## src/rtl/handshake_fifo_buffer.sv

```systemverilog
// Elastic valid/ready FIFO buffer, DEPTH slots of DATA_WIDTH bits.
// ins_ready is derived from the registered count only, so there is no
// combinational path from outs_ready (or any input) to ins_ready.
// Optional feature macro: HANDSHAKE_FIFO_BUFFER_BYPASS_EN gives zero-latency
// pass-through when the buffer is empty; default build is a pure registered FIFO.
module handshake_fifo_buffer #(
  parameter int unsigned DATA_WIDTH = 32,
  parameter int unsigned DEPTH      = 4
) (
  input  logic                  clk,
  input  logic                  rst,
  input  logic [DATA_WIDTH-1:0] ins,
  input  logic                  ins_valid,
  output logic                  ins_ready,
  output logic [DATA_WIDTH-1:0] outs,
  output logic                  outs_valid,
  input  logic                  outs_ready
);

  localparam int unsigned AddrW = $clog2(DEPTH);
  localparam int unsigned CntW  = AddrW + 1;

  logic [DATA_WIDTH-1:0] mem_q [DEPTH];
  logic [DATA_WIDTH-1:0] mem_d [DEPTH];
  logic [AddrW-1:0]      head_q, head_d;
  logic [AddrW-1:0]      tail_q, tail_d;
  logic [CntW-1:0]       count_q, count_d;

  logic stored_valid;
  logic push;
  logic pop;
`ifdef HANDSHAKE_FIFO_BUFFER_BYPASS_EN
  logic bypass;
`endif

  // Handshake outputs and push/pop qualification.
  always_comb begin
    ins_ready    = (count_q != CntW'(DEPTH));
    stored_valid = (count_q != '0);
`ifdef HANDSHAKE_FIFO_BUFFER_BYPASS_EN
    // Empty buffer forwards the input; a token taken downstream is never stored.
    bypass     = !stored_valid && ins_valid && outs_ready;
    outs_valid = stored_valid ? 1'b1 : ins_valid;
    outs       = stored_valid ? mem_q[head_q] : ins;
    push       = ins_valid && ins_ready && !bypass;
`else
    outs_valid = stored_valid;
    outs       = mem_q[head_q];
    push       = ins_valid && ins_ready;
`endif
    pop = stored_valid && outs_ready;
  end

  // Next-state for storage, pointers and occupancy; pointers wrap naturally.
  always_comb begin
    mem_d = mem_q;
    if (push) begin
      mem_d[tail_q] = ins;
    end
    tail_d = push ? tail_q + AddrW'(1) : tail_q;
    head_d = pop ? head_q + AddrW'(1) : head_q;
    unique case ({push, pop})
      2'b10:   count_d = count_q + CntW'(1);
      2'b01:   count_d = count_q - CntW'(1);
      default: count_d = count_q;
    endcase
  end

  // State registers; reset clears storage so outs reads 0 after reset.
  always_ff @(posedge clk or negedge rst) begin
    if (!rst) begin
      for (int i = 0; i < int'(DEPTH); i++) begin
        mem_q[i] <= '0;
      end
      head_q  <= '0;
      tail_q  <= '0;
      count_q <= '0;
    end else begin
      mem_q   <= mem_d;
      head_q  <= head_d;
      tail_q  <= tail_d;
      count_q <= count_d;
    end
  end

endmodule

```

## config.mk

```make
export PLATFORM = sky130hd
export DESIGN_NAME = handshake_fifo_buffer
export DESIGN_NICKNAME = d
export VERILOG_FILES = /design/src/rtl/handshake_fifo_buffer.sv
export SDC_FILE = /design/constraint.sdc
export NUM_CORES = 1
export LEC_CHECK = 0
export BUFFER_PORTS_ARGS = -buffer_cell sky130_fd_sc_hd__buf_2
export CAP_MARGIN = 0
export CORE_MARGIN = 1
export CORE_UTILIZATION = 59
export CTS_CLUSTER_SIZE = 25
export DETAILED_ROUTE_END_ITERATION = 6
export GPL_TIMING_DRIVEN = 0
export PLACE_DENSITY = 0.84
export SYNTH_ARGS = -nofsm -noshare
export SYNTH_HDL_FRONTEND = slang
export SYNTH_SLANG_ARGS = --single-unit
```

## constraint.sdc

```tcl
create_clock -name clk -period 2.79 [get_ports clk]
set_input_delay 0.1395 -clock clk [delete_from_list [all_inputs] [get_ports clk]]
set_output_delay 0.1395 -clock clk [all_outputs]
set_load 0.005 [all_outputs]
```

# Word level (Yosys, flattened, before mapping)

Cells that the tools add are included.

Flip-flop bits (word level): 135
Logic and storage cells: 31

$add $sub $neg: 4
Order comparisons: 3
Equality and inequality tests: 3
Multiplexer cells: 7
Bitwise logic cells: 2
Reductions and logical operators: 5

Operators by type and width:

| operator              | count |
|---|---|
| $bwmux W128           | 1 |
| $mux W32              | 3 |
| $bmux W32 S2          | 1 |
| $demux W32 S2         | 1 |
| $ge A3 B3 Y1 const B  | 2 |
| $not A2 Y3            | 2 |
| $pmux W3 S2           | 1 |
| $add A2 B1 Y2 const B | 2 |
| $add A3 B1 Y3 const B | 1 |
| $logic_and A1 B1 Y1   | 3 |
| $lt A3 B1 Y1 const B  | 1 |
| $ne A3 B3 Y1 const B  | 1 |
| $reduce_bool A3 Y1    | 1 |
| $sub A3 B1 Y3 const B | 1 |
| $eq A2 B1 Y1 const B  | 1 |
| $eq A2 B2 Y1 const B  | 1 |
| $reduce_bool A2 Y1    | 1 |

# Logic depth before layout (Yosys ltp)

Depth in word-level cells: 6
Mapped depth: 9

# Worst setup path after synthesis

Ideal clock, no wire load.

Path type: register -> register
From: register count_q[0]
To: register count_q[2]
Library setup time: 0.079 ns
Arrival: 1.980 ns
Required time: 2.711 ns
Slack: 0.731 ns
Stages on the path, launching flop included: 10
Buffers on the path: 1
Period minus slack after synthesis: 2.059 ns
Path through: dfrtp_1 > or3b_1 > buf_6 > nand2_1 > ha_1 > inv_1 > fa_1 > xor2_1 > nor2_1 > xor2_1

Cells in the longest elaborated chain, start to end: 4
Elaborated cells on any way between the ends: 10

Ends and longest elaborated chain:

| element                                                  | RTL line | source |
|---|---|---|
| start: declaration                                       | 27       | `logic [CntW-1:0] count_q, count_d;` |
| start signal: assignment                                 | 82       | `count_q <= count_d;` |
| $ne A3 B3 Y1 *                                           | 38       | `ins_ready = (count_q != CntW'(DEPTH));` |
| net ins_ready                                            | 14       | `output logic ins_ready,` |
| $logic_and A1 B1 Y1 *                                    | 49       | `push = ins_valid && ins_ready;` |
| $eq A2 B1 Y1 / $eq A2 B2 Y1 (equally long branches)      | 62       | `unique case ({push, pop})` |
| $pmux W3 S2 / $reduce_bool A2 Y1 (equally long branches) | n/a      |  |

Mark *: on every way through the listed nets, which the timed path passes. The rest lies on a longest branch.
A chain may end at the register's enable or synchronous reset.

# Worst setup path after layout

From: register head_q[0]
To: output outs[9]

Cells in the longest elaborated chain, start to end: 4

Ends and longest elaborated chain:

| element                                     | RTL line | source |
|---|---|---|
| start: declaration                          | 25       | `logic [AddrW-1:0] head_q, head_d;` |
| start signal: assignment                    | 75       | `head_q <= '0;` |
| start signal: assignment                    | 80       | `head_q <= head_d;` |
| $not A2 Y3 (not written as such)            | 48       | `outs = mem_q[head_q];` |
| $bmux W32 S2                                | 48       |  |
| $mux W32 (not written as such) (2 in a row) | 48       |  |
| end: declaration                            | 15       | `output logic [DATA_WIDTH-1:0] outs,` |

No other way between the ends. The select of a mux whose other input is x is not followed.

==> key figures <==
Route
  – DR WL/cell: 20.22 um
  – Drc violations: 0
  – Post-Route WL: 12.58 mm
  – Routed via count: 3480
  – Routed vias/inst: 5.595
  – ANT nets after route: 0
  – Initial DRC Count: 140
  – First-pass DRT Iterations: 4

Die
  – Die Height: 107.6 um
  – Num rows: 38
  – Core ar.: 10840 um^2
  – Initial core utilization: 0.6069
  – Die width: 107.6 um
  – Die ar.: 11580 um^2
  – # IOs: 70

Pwr
  – Pwr dens: 1262 nW/um^2
  – Leak: 3.657 nW
  – P_sw: 2.903 mW
  – Clock power share: 0.197
  – Peak VDD IR: 0.0007655 V
  – Overall power: 10.10 mW
  – Reg power frac: 0.353
  – Gate power share: 0.450
  – Switching part of the total: 0.2875
  – Cell-internal power: 7.195 mW

STA
  – Final setup vio count: 0
  – Setup slack after layout: 0.1641 ns
  – Period minus WS final: 2.626 ns
  – Min Hold Slack: 0.09864 ns
  – Rel. slew slack: 0.4813
  – RSZ-0062 raised after global routing: false
  – Max Freq: 380.8 MHz
  – Max Slew Vio Count: 0
  – Final TNS setup: 0 ns
  – Hold Fails Final Rpt: 0
  – Tcrit/Tclk final: 0.9412
  – Slew @ Worst Pin: 0.7781 ns
  – Worst Skew: 0.007026 ns

Global route
  – GR Util met3: 0.07869
  – Grt ovf: 0
  – All-Layer GR Usage: 0.2472
  – Grt peak-use layer: met2
  – M1 GR Usage: 0.3318
  – Met2 Resource Use GR: 0.3782
  – Number of global-route vias before repair: 3898
  – First-pass GRT wire length: 20.89 mm
  – Largest net degree at the start of global routing: 94
  – Antenna violations before repair: 0

Layout
  – Layout Nets: 515
  – Final instance area: 8000 um^2
  – Synth-to-layout area growth: 21.61%
  – Non-Filler Instances: 622
  – Commonest cells after routing, fill and taps aside: dfrtp_1 (135), mux2_4 (120), buf_2 (71)
  – Antenna diodes: 0
  – Most common cell after layout, fill and taps aside: dfrtp_1
  – Share of cells above drive strength 1: 0.5851
  – Fillers: 645
  – Final core utilization: 0.7380

Worst setup path
  – WP depth: 4
  – FF-to-FF Start: count_q[0]
  – Reg2Reg Depth: 9
  – Crit Path Category: reg2out
  – Critical Path RT: 2.65 ns
  – CP max stage cell: mux4_2
  – Reg-to-Reg End: count_q[2]
  – Cells along the critical path: clkbuf_1 > buf_2 > mux4_2 > buf_2
  – Startpoint Class: flop
  – Worst-case register-to-register setup slack: 0.60 ns
  – Slowest cell delay on critical path: 0.59 ns
  – CP dominant cell by count: buf_2
  – Worst-path fanout max: 10
  – Crit path from: head_q[0]
  – Crit. End Element: output port
  – CP Data Arrival Time: 2.49 ns
  – Delay-heaviest family, CP: buffers and inverters
  – Buf/Inv on CP: 3
  – Worst setup path endpoint: outs[9]

CTS
  – Clk buf depth: 2
  – CTS resizes: 0
  – Clock slew at reported path FFs: 0.06 ns
  – Worst skew pair latency: 0.53 ns
  – TritonCTS clock tree: done
  – Root Buffer: clkbuf_8
  – H-tree Lvls: 4
  – CTS buffer count: 17
  – CTS Sinks: 135

Yosys
  – Post-synth EDFFs: 0
  – Cells after synthesis: 349
  – Number of library cell types mapped by synthesis: 20
  – Register area share after synthesis: 0.5135
  – Top cell type's share of synthesized area: 0.5135
  – Synth Flop Type: dfrtp_1
  – Syn Area/Cell: 18.85 um^2
  – Post-synth top area cell: dfrtp_1
  – Post-synthesis register bit count: 135
  – Synth async-reset ratio: 1.000
  – Syn Std Cell Area: 6579 um^2
  – Area contributors post-synth: dfrtp_1 (51%), mux2_4 (27%), mux4_2 (11%), buf_12 (3.7%), mux2_2 (1.5%)
  – Syn Nets: 391
  – Yosys Warn Count: 0

Placed design
  – Cells after DPL: 559
  – Post-placement worst setup slack: 0.6127 ns
  – DPL Wire Length: 7.958 mm
  – Port bufs: 69
  – Gpl congestion: 0.7237
  – Placement Cell Area: 7133 um^2

Job
  – Max cap viols: 0

Min path
  – Min-Delay Path Class: in2async

Run status
  – Run status: completed
## routing by layer
layer | up-vias | routed length [um]
met5 | - | 0
met4 | 0 | 255
met3 | 23 | 512
met2 | 90 | 6150
met1 | 1840 | 5657
li1 | 1527 | -
## power by group through the flow
stage                     registers [mW]  clock network (mW)  logic [mW]
after global placement              3.48                   0        4.38
after floorplan                     3.36                   0        3.49
after CTS                           3.56                2.02        4.59
after detailed placement            3.55                   0        4.52
final                               3.57                1.99        4.54
after global routing                3.69                2.12        4.85
## worst register-to-register path: cells and delay by family (launching register included)
family / cells / cell delay, ns
flip-flops: 1 / 0.42
XOR/XNOR: 2 / 0.30
adder cells (fa/ha/maj): 2 / 0.57
AND/OR/NAND/NOR: 3 / 0.63
buffers and inverters: 2 / 0.20
## cells in the mapped netlist, types with 3 or more instances
| cell type | instances |
|---|---|
| dfrtp_1 | 135 |
| mux2_4 | 120 |
| mux4_2 | 32 |
| buf_12 | 12 |
| mux2_2 | 9 |
| buf_6 | 5 |
| clkbuf_1 | 5 |
| ha_1 | 5 |
| inv_1 | 5 |
| and3_4 | 4 |
| buf_2 | 3 |
| xnor2_1 | 3 |
| xor2_1 | 3 |
## flip-flops by register name (all words and copies together), names as in the netlist
name	cells
count_q	3
tail_q	2
mem_q	128
head_q	2
## cell type report
| type | instances | area [um^2] | share of cell area |
|---|---|---|---|
| Sequential cell | 135 | 3378 | 0.4223 |
| Multi-Input combinational cell | 184 | 2851 | 0.3564 |
| Timing Repair Buffer | 105 | 729.5 | 0.09118 |
| Clock buffer | 23 | 466.7 | 0.05834 |
| Buffer | 25 | 330.3 | 0.04129 |
| Tap cell | 140 | 175.2 | 0.02190 |
| Clock inverter | 5 | 50.05 | 0.006256 |
| Inverter | 5 | 18.77 | 0.002346 |
## how the worst min path moves through the flow
stage,to,slack [ns]
5_1_grt,mem_q[35],0.12
3_5_place_dp,mem_q[3],0.09
2_1_floorplan,count_q[0],-0.16
3_3_place_gp,mem_q[95],0.41
6_report,mem_q[1],0.1
4_1_cts,mem_q[1],0.10
## logic make-up (layout without fill, tap and decap cells)
group	count (synthesis)	in the layout	share of synthesized area
muxes	162	162	0.4003
DFF	135	135	0.5135
buffers and inverters	30	163	0.05306
and+or+nand+nor	9	9	0.01103
adders and majority gates	6	6	0.01255
xor gates and xnor gates	6	6	0.007989
AOI/OAI and AO/OA	1	1	0.001522
## timing repair
action	in CTS	in global routing
endpoints found under the setup margin	0	0
setup buffers	0	0
endpoints found under the hold margin	248	0
hold buffers	35	0
Power figures use the tool's default switching activity.
